<file path="config.mk">
export PLATFORM = sky130hd
export DESIGN_NAME = alu_op_sequencer
export DESIGN_NICKNAME = d
export VERILOG_FILES = /design/src/rtl/alu_seq_pkg.sv /design/src/rtl/alu_op_decode.sv /design/src/rtl/alu_op_sequencer.sv
export SDC_FILE = /design/constraint.sdc
export NUM_CORES = 1
export LEC_CHECK = 0
export BUFFER_PORTS_ARGS = -buffer_cell sky130_fd_sc_hd__buf_2
export CORE_UTILIZATION = 40
export DETAILED_ROUTE_END_ITERATION = 8
export PLACE_DENSITY = 0.71
export REMOVE_ABC_BUFFERS = 1
export SLEW_MARGIN = 25
export SYNTH_ARGS = -nofsm -noshare
export SYNTH_HDL_FRONTEND = slang
export SYNTH_SLANG_ARGS = --single-unit
</file>
<file path="constraint.sdc">
create_clock -name clk -period 4.6 [get_ports clk]
set_clock_uncertainty 0.2 [all_clocks]
set_input_delay 0.23 -clock clk [delete_from_list [all_inputs] [get_ports clk]]
set_output_delay 0.23 -clock clk [all_outputs]
set_load 0.005 [all_outputs]
</file>
<file path="src/rtl/alu_seq_pkg.sv">
// Shared types and constants for the ALU command sequencer.
// State codes, opcodes, ALU selector codes and the overflow code.
package alu_seq_pkg;

  typedef enum logic [1:0] {
    S_IDLE = 2'b00,
    S_LOAD = 2'b01,
    S_CAPT = 2'b10,
    S_RESP = 2'b11
  } state_t;

  localparam logic [2:0] OP_AND   = 3'd0;
  localparam logic [2:0] OP_OR    = 3'd1;
  localparam logic [2:0] OP_NOT   = 3'd2;
  localparam logic [2:0] OP_XOR   = 3'd3;
  localparam logic [2:0] OP_ADD   = 3'd4;
  localparam logic [2:0] OP_SUB   = 3'd5;
  localparam logic [2:0] OP_MULT  = 3'd6;
  localparam logic [2:0] OP_CLEAR = 3'd7;

  localparam logic [2:0] SEL_PERSIST = 3'b100;
  localparam logic [2:0] SEL_LOAD    = 3'b010;
  localparam logic [2:0] SEL_RESET   = 3'b001;

  localparam logic [1:0] ALU_OVF = 2'b11;

endpackage

</file>
<file path="src/rtl/alu_op_decode.sv">
// Opcode to one-hot ALU out_selector decoder.
// CLEAR has no selector; it only raises is_clear.
module alu_op_decode
  import alu_seq_pkg::*;
(
  input  logic [2:0] op,
  output logic [6:0] out_sel,
  output logic       is_clear
);

  // one-hot selector per opcode
  always_comb begin
    out_sel  = 7'b0000000;
    is_clear = 1'b0;
    case (op)
      OP_AND:   out_sel = 7'b1000000;
      OP_OR:    out_sel = 7'b0100000;
      OP_NOT:   out_sel = 7'b0010000;
      OP_XOR:   out_sel = 7'b0001000;
      OP_ADD:   out_sel = 7'b0000100;
      OP_SUB:   out_sel = 7'b0000010;
      OP_MULT:  out_sel = 7'b0000001;
      default:  is_clear = 1'b1;
    endcase
  end

endmodule

</file>
<file path="src/rtl/alu_op_sequencer.sv">
// Front-end that loads operands into the ALU, samples its result
// and returns it over a valid/ready handshake with a shadow acc.
module alu_op_sequencer
  import alu_seq_pkg::*;
#(
  parameter int W = 8
) (
  input  logic         clk,
  input  logic         rst,
  input  logic         cmd_valid,
  output logic         cmd_ready,
  input  logic [2:0]   cmd_op,
  input  logic         cmd_chain,
  input  logic [W-1:0] cmd_a,
  input  logic [W-1:0] cmd_b,
  output logic         rsp_valid,
  input  logic         rsp_ready,
  output logic [W-1:0] rsp_data,
  output logic         rsp_err,
  output logic         alu_on,
  output logic [2:0]   alu_in_sel,
  output logic [W-1:0] alu_num1,
  output logic [W-1:0] alu_num2,
  output logic [6:0]   alu_out_sel,
  input  logic [W-1:0] alu_result,
  input  logic [1:0]   alu_state
);

  state_t       state_q;
  state_t       state_d;
  logic [W-1:0] acc;
  logic         clr_q;
  logic [6:0]   dec_sel;
  logic         dec_clr;
  logic         accept;

  alu_op_decode u_dec (
    .op       (cmd_op),
    .out_sel  (dec_sel),
    .is_clear (dec_clr)
  );

  assign cmd_ready = (state_q == S_IDLE) && alu_on;
  assign rsp_valid = (state_q == S_RESP);
  assign accept    = cmd_valid && cmd_ready;

  // state register
  always_ff @(posedge clk or posedge rst) begin
    if (rst) state_q <= S_IDLE;
    else     state_q <= state_d;
  end

  // next-state: one pass IDLE->LOAD->CAPT->RESP per command
  always_comb begin
    state_d = state_q;
    case (state_q)
      S_IDLE: if (accept) state_d = S_LOAD;
      S_LOAD: state_d = S_CAPT;
      S_CAPT: state_d = S_RESP;
      S_RESP: if (rsp_ready) state_d = S_IDLE;
      default: state_d = S_IDLE;
    endcase
  end

  // ALU drives: RESET only for the CLEAR cycle, else LOAD with held operands
  always_ff @(posedge clk or posedge rst) begin
    if (rst) begin
      alu_on      <= 1'b0;
      alu_in_sel  <= SEL_RESET;
      alu_num1    <= '0;
      alu_num2    <= '0;
      alu_out_sel <= 7'b1000000;
      clr_q       <= 1'b0;
    end else begin
      alu_on     <= 1'b1;
      alu_in_sel <= (accept && dec_clr) ? SEL_RESET : SEL_LOAD;
      if (accept) begin
        clr_q <= dec_clr;
        if (!dec_clr) begin
          alu_num1    <= cmd_chain ? acc : cmd_a;
          alu_num2    <= cmd_b;
          alu_out_sel <= dec_sel;
        end
      end
    end
  end

  // result capture and shadow accumulator
  always_ff @(posedge clk or posedge rst) begin
    if (rst) begin
      acc      <= '0;
      rsp_data <= '0;
      rsp_err  <= 1'b0;
    end else if (accept && dec_clr) begin
      acc <= '0;
    end else if (state_q == S_CAPT) begin
      rsp_data <= clr_q ? '0 : alu_result;
      acc      <= clr_q ? '0 : alu_result;
      rsp_err  <= !clr_q && (alu_state == ALU_OVF);
    end
  end

endmodule

</file>
==> out/qor.tcl, run 1 <==
set qor(synth_area_per_cell_sq_um) 11.5
set qor(detail_route.wl_per_cell_microns) 12.8
set qor(cts_resized) 0
set qor(synth.cell_area_sq_mm) 0.00205
set qor(ant_nets) 0
set qor(multiInputGateArea_sq_um) 764
set qor(die-area_sq_mm) 0.00542
set qor(fill_cells) 430
set qor(yosysWarnings) 0
set qor(finish.cell_count_without_fillers) 329
set qor(drcViolationCount) 0
set qor(die_h_microns) 73.6
set qor(grt_pass1_vias) 1498
set qor(detail_route.first_pass.iterations) 4
set qor(cts.clk_slew.worst_paths_ns) 0.08
set qor(netlist_top_cells_area) {sky130_fd_sc_hd__dfrtp_1 (54%), sky130_fd_sc_hd__mux2_4 (5.9%), sky130_fd_sc_hd__mux2i_1 (4.4%)}
set qor(clock_tree.buffer_depth) 2
set qor(layout-area-overhead-vs-synth_pct) 30.6
set qor(worst-setup-path-type) {reg -> reg}
set qor(cp.required_ns) 4.62
set qor(placement.io_buffers) 70
set qor(detailed_place_hpwl_mm) 2.86
set qor(clkLatencyLatePin_ns) 0.29
set qor(die-width_microns) 73.6
set qor(reg2reg_setup_slack_ns) 1.97
set qor(place_congestion) 0.767
set qor(drv_cap) 0
set qor(detail_route.wirelength_mm) 4.20
set qor(yosys.area.top_type_share_pct) 53.7
set qor(max_slew.worst_pin.slew_ns) 0.760
set qor(post_route_cells_drive_above_1_share_pct) 35.1
set qor(cts_setup_buffers) 0
set qor(grt_start_max_net_pins) 47
set qor(register_area_sq_mm) 0.00115
set qor(floorplan.core_area_sq_mm) 0.00482
set qor(synth-seq-area-share_pct) 56.3
set qor(globalRoute.totalOverflow) 0
set qor(dr_total_vias) 1559
set qor(boundaryPins) 72
set qor(fmax_ghz) 0.380
set qor(timing.final.crit_share_pct) 57.2
set qor(finish.net_count) 300
set qor(worstSetupStartpointType) {flip-flop}
set qor(place_inst) 303
set qor(synth_cell_types) 31
set qor(rsz_0062_raised_after_global_routing) {no}
set qor(total_power_per_unit_cell_area_mw_per_mm2) 567
set qor(drt_first_iter_violations) 151
set qor(power_leakage_nw) 1.34
set qor(finalSetupViolations) 0
set qor(critical_path.max_fanout) 19
set qor(cts_tree) {yes}
set qor(synth_seq_cells) 46
set qor(timing_hold_violations_final) 0
set qor(avgViaCountPerCell) 4.74
set qor(setup-tns-final_ns) 0
set qor(worstHoldPathType) {in -> reg}
set qor(h-tree-depth) 2
set qor(numClockSinks) 46
set qor(grt_antenna_before_repair) 0
set qor(gr-usage-all-layers_pct) 16.4
set qor(critical_path.endpoint_type) {flip-flop}
set qor(synthCells) 178
set qor(n_antenna_cell) 0
set qor(worst_slew_margin_relative_to_its_limit_pct) 49.2
set qor(placement_rows) 25
set qor(power_mw) 1.52
set qor(synth.largest_area_cell) {sky130_fd_sc_hd__dfrtp_1}
set qor(ir_drop_uv) 203
set qor(cts_inserted_buffers) 5
set qor(count_of_final_max_slew_check_failures) 0
set qor(grt_first_pass_wirelength_mm) 6.73
set qor(finalWorstPathRequiredPeriod_ns) 2.63
set qor(run_status) {completed}
set qor(floorplan.initialDensity_pct) 42.6
set qor(worst-endpoint-arrival_ns) 2.64
set qor(clock-root-buffer) {sky130_fd_sc_hd__clkbuf_8}
## placed cells by master, fill, tap and decap left out, drive strengths merged
cell type,n
a2bb2oi,3
nand2b,8
and2,1
clkinv,1
ha,4
nand3,7
o21ai,9
inv,12
mux2,9
clkbuf,7
a22o,3
nand2,14
and3,1
dfrtp,44
nor2b,2
mux2i,9
nand4,1
nor2,6
a31oi,8
buf,70
dlygate4sd3,19
o31ai,2
conb,2
a21oi,17
a21o,1
dfstp,2
## metrics by stage
step	utilization [%]	setup WS, ns	hold slack (ns)	area, sq um
6_report	55.6	1.97	0.0539	2680
3_5_place_dp	49.8	2.41	0.264	2400
5_1_grt	55.6	1.73	0.0617	2680
3_3_place_gp	49.8	2.62	0.269	2400
2_1_floorplan	-	2.86	0.163	1970
4_1_cts	55.6	1.93	0.0463	2680
## cells by family after synthesis
| kind of cell | synth area share (%) |
|---|---|
| adder cells (fa/ha/maj) | 2.44 |
| flip-flops | 56.3 |
| AO/OA/AOI/OAI | 12.4 |
| AND/OR/NAND/NOR | 11.2 |
| multiplexers | 10.8 |
| buffers and inverters | 6.47 |
| other | 0.366 |
## per-layer routing
layer  part of all wire, %  GRT usage, %  vias to the layer above
met4                   1.5          5.13                        0
met3                   7.3          5.08                        7
met1                    45          20.2                      728
met5                     0             0                        -
met2                    46          27.5                       53
li1                      -             -                      771
## synth_stat cells (all sizes together)
master and n:
conb 2, a2bb2oi 3, and3 1, nor2b 2
o21ai 9, a31oi 8, ha 4, a22o 3
and2 1, dfstp 2, mux2i 9, nand4 1
a21o 1, nor2 6, o31ai 2, mux2 9
clkbuf 3, a21oi 17, nand3 7, nand2b 8
inv 13, nand2 14, buf 9, dfrtp 44
## worst paths after layout
check | end | start | cells past startpoint
setup / recovery | rsp_err | state_q[0] | 6
hold / removal | alu_num1[3] | cmd_a[3] | 3
setup reg to reg | rsp_err | state_q[0] | 6
hold reg to reg | alu_num2[0] | alu_num2[0] | 1
max in group asynchronous | alu_num1[5] | rst | 3
min in group asynchronous | alu_num1[7] | rst | 3
## critical path, stage by stage, from the launching register on
cell	delay [ns]
sky130_fd_sc_hd__dfrtp_1	0.39
sky130_fd_sc_hd__inv_1	0.12
sky130_fd_sc_hd__ha_1	0.48
sky130_fd_sc_hd__nor2b_1	0.58
sky130_fd_sc_hd__nand3_1	0.14
sky130_fd_sc_hd__dlygate4sd3_1	0.57
sky130_fd_sc_hd__o21ai_0	0.07
## sequential cells by signal, summed over array words and instances (netlist names)
name,flops
clr_q,1
alu_out_sel,7
rsp_data,8
alu_in_sel,2
state_q,2
acc,8
alu_num1,8
alu_num2,8
rsp_err,1
alu_on,1
## timing repair
item	CTS	global route
hold buffers	19	0
endpoints found under the hold margin	66	0
endpoints found under the setup margin	0	0
## area by class of cell
type | count | share of cell area [%]
timing repair buffer | 89 | 20.2
sequential | 46 | 43.1
tap | 67 | 3.13
multi-input combinational | 107 | 28.5
clock buffer | 7 | 3.22
inverter | 13 | 1.87
## power by group
part           total, mW  leakage [nW]  switching (mW)  internal [mW]
clock              0.244        0.0443           0.125          0.119
combinational      0.580         0.752           0.266          0.314
sequential         0.695         0.548          0.0994          0.595
total               1.52          1.34           0.491           1.03
Power figures use the tool's default switching activity.
==> run 2, diff against run 1 <==
Settings changed: ABC_AREA set to 1.
Clock period 4.6 ns to 2.59 ns, I/O delays scaled along.
==> out/qor.tcl, run 2 <==
set qor(detail_route.first_pass.iterations) 4
set qor(power_leakage_nw) 1.67
set qor(worst-setup-path-type) {reg -> reg}
set qor(ant_nets) 0
set qor(grt_first_pass_wirelength_mm) 7.11
set qor(grt_pass1_vias) 1606
set qor(detailed_place_hpwl_mm) 2.82
set qor(cts_resized) 0
set qor(clock_tree.buffer_depth) 2
set qor(avgViaCountPerCell) 4.37
set qor(critical_path.endpoint_type) {flip-flop}
set qor(worstSetupStartpointType) {flip-flop}
set qor(fraction_of_registers_with_async_set_reset_pct) 100
set qor(synth.largest_area_cell) {sky130_fd_sc_hd__dfrtp_1}
set qor(die-area_sq_mm) 0.00549
set qor(yosys_most_used_dff) {sky130_fd_sc_hd__dfrtp_1}
set qor(n_antenna_cell) 0
set qor(synth_cell_types) 21
set qor(finish.net_count) 387
set qor(synth.cell_area_sq_mm) 0.00208
set qor(place_congestion) 0.751
set qor(timing.final.crit_share_pct) 77.8
set qor(max_slew.worst_pin.slew_ns) 0.782
set qor(power_mw) 2.56
set qor(floorplan.core_area_sq_mm) 0.00485
set qor(numClockSinks) 46
set qor(globalRoute.totalOverflow) 0
set qor(clkLatencyLatePin_ns) 0.30
set qor(floorplan.initialDensity_pct) 42.9
set qor(gr-usage-all-layers_pct) 17.3
set qor(drt_first_iter_violations) 49
set qor(synth.cells.most_frequent) {sky130_fd_sc_hd__nand2_1 (104), sky130_fd_sc_hd__dfrtp_1 (44), sky130_fd_sc_hd__inv_1 (34)}
set qor(cp.required_ns) 2.63
set qor(count_of_final_max_slew_check_failures) 0
set qor(clock-root-buffer) {sky130_fd_sc_hd__clkbuf_8}
set qor(dr_total_vias) 1821
set qor(reg2reg_setup_slack_ns) 0.58
set qor(most-common-layout-cells) {sky130_fd_sc_hd__nand2_1 (104), sky130_fd_sc_hd__buf_2 (70), sky130_fd_sc_hd__dfrtp_1 (44)}
set qor(synth_enable_flop_cells) 0
set qor(worst_slew_margin_relative_to_its_limit_pct) 47.8
set qor(detail_route.wl_per_cell_microns) 10.8
set qor(met3_length_microns) 223
set qor(finalWorstPathRequiredPeriod_ns) 2.01
set qor(grt_start_max_net_pins) 47
set qor(cts_inserted_buffers) 5
set qor(synth_seq_cells) 46
set qor(cts.clk_slew.worst_paths_ns) 0.08
set qor(detail_route.wirelength_mm) 4.50
set qor(placement.io_buffers) 70
set qor(met2_length_mm) 2.24
set qor(post_route_cells_drive_above_1_share_pct) 25.7
set qor(grt_antenna_before_repair) 0
set qor(boundaryPins) 72
set qor(cts_tree) {yes}
set qor(critical_path.max_fanout) 10
set qor(finalHoldWorstSlack_ns) 0.0846
set qor(netlist_top_cells_area) {sky130_fd_sc_hd__dfrtp_1 (53%), sky130_fd_sc_hd__nand2_1 (19%), sky130_fd_sc_hd__o21ai_0 (6.3%)}
set qor(layout-area-overhead-vs-synth_pct) 38.0
set qor(die_h_microns) 74.1
set qor(worst-endpoint-arrival_ns) 2.06
set qor(run_status) {completed}
set qor(synth_area_per_cell_sq_um) 8.42
set qor(met1Wirelength_mm) 1.99
set qor(leading_cell_type_in_the_layout_fill_and_taps_excluded) {sky130_fd_sc_hd__nand2_1}
set qor(die-width_microns) 74.1
set qor(worstHoldPathType) {in -> reg}
set qor(finish.instance_area_sq_mm) 0.00287
set qor(yosys.cell_count.top_type) {sky130_fd_sc_hd__nand2_1}
set qor(finalSetupViolations) 0
set qor(placement_rows) 25
set qor(total_power_per_unit_cell_area_mw_per_mm2) 891
set qor(synth-seq-area-share_pct) 55.4
set qor(drcViolationCount) 0
set qor(synthCells) 247
set qor(maxUsedRoutingLayer) {met4}
set qor(rsz_0062_raised_after_global_routing) {no}
set qor(yosysWarnings) 0
set qor(timing_hold_violations_final) 0
set qor(placed_cell_area_sq_mm) 0.00245
set qor(ir_drop_uv) 381
set qor(drv_cap) 0
set qor(yosys.area.top_type_share_pct) 52.9
set qor(h-tree-depth) 2
set qor(fmax_ghz) 0.496
set qor(setup-tns-final_ns) 0
==> run 2: changes by cell type in the layout (fill, tap and decap cells not counted), sizes merged, moves of 9 or more <==
| cell | delta |
|---|---|
| mux2 | -9 |
| dlygate4sd3 | +14 |
| a21oi | -17 |
| nand2 | +95 |
| inv | +22 |
| o21ai | +17 |
| mux2i | -9 |
==> run 2: critical path, stage by stage, from the launching register on <==
cell,delay [ns]
sky130_fd_sc_hd__dfrtp_1,0.40
sky130_fd_sc_hd__inv_1,0.11
sky130_fd_sc_hd__ha_1,0.21
sky130_fd_sc_hd__nand2_2,0.11
sky130_fd_sc_hd__nor2_8,0.18
sky130_fd_sc_hd__nand4_1,0.10
sky130_fd_sc_hd__dlygate4sd3_1,0.57
sky130_fd_sc_hd__nand2_1,0.06
==> run 2: power breakdown <==
part / switching (mW) / leakage, nW / total (mW) / internal (mW)
Combinational: 0.521 / 1.04 / 0.939 / 0.418
Clock: 0.229 / 0.0482 / 0.445 / 0.215
Sequential: 0.153 / 0.576 / 1.18 / 1.02
==> run 2: metrics by stage <==
| stage | instances | util [%] | setup WS (ns) |
|---|---|---|---|
| CTS | 417 | 59.2 | 0.585 |
| global placement | 376 | 50.5 | 0.920 |
| global route | 417 | 59.2 | 0.431 |
| floorplan | 239 | - | 1.08 |
| finish | 417 | 59.2 | 0.576 |
| detailed placement | 376 | 50.5 | 0.827 |
==> run 2: routing by layer <==
layer,global-route usage (%),up-vias
met5,0,-
met4,5.77,0
met2,30.5,49
met1,20.2,818
met3,4.74,6
li1,-,948
==> run 2: layout make-up <==
class,count,area [sq um]
multi-input cells,156,722
fillers,455,1980
repair buffers,103,681
well taps,67,83.8
flip-flops and latches,46,1150
clock buffers,7,86.3
clock inverters,1,5.00
inverters,37,140
==> run 2: path summary, 6_finish.rpt <==
check                                     from        endpoint  depth (start not counted)
worst min register to register  alu_out_sel[6]  alu_out_sel[6]                          2
worst max register to register      state_q[0]  alu_out_sel[1]                          7
max in group asynchronous                  rst     alu_num1[1]                          3
worst min-delay path                 cmd_valid  alu_out_sel[6]                          5
worst max-delay path                state_q[0]  alu_out_sel[1]                          7
min in group asynchronous                  rst  alu_out_sel[1]                          3
==> run 2: timing repair <==
| action | 4_1_cts | 5_1_grt |
|---|---|---|
| setup buffers | 0 | 0 |
| hold buffers | 33 | 0 |
| hold endpoints to repair | 85 | 0 |
==> run 2: kinds of logic after synthesis <==
| kind of cell | synth area share (%) |
|---|---|
| simple gates | 25.7 |
| buf+inv | 9.86 |
| fa+ha+maj | 2.41 |
| flops | 55.4 |
| other cells | 0.361 |
| compound gates | 6.25 |
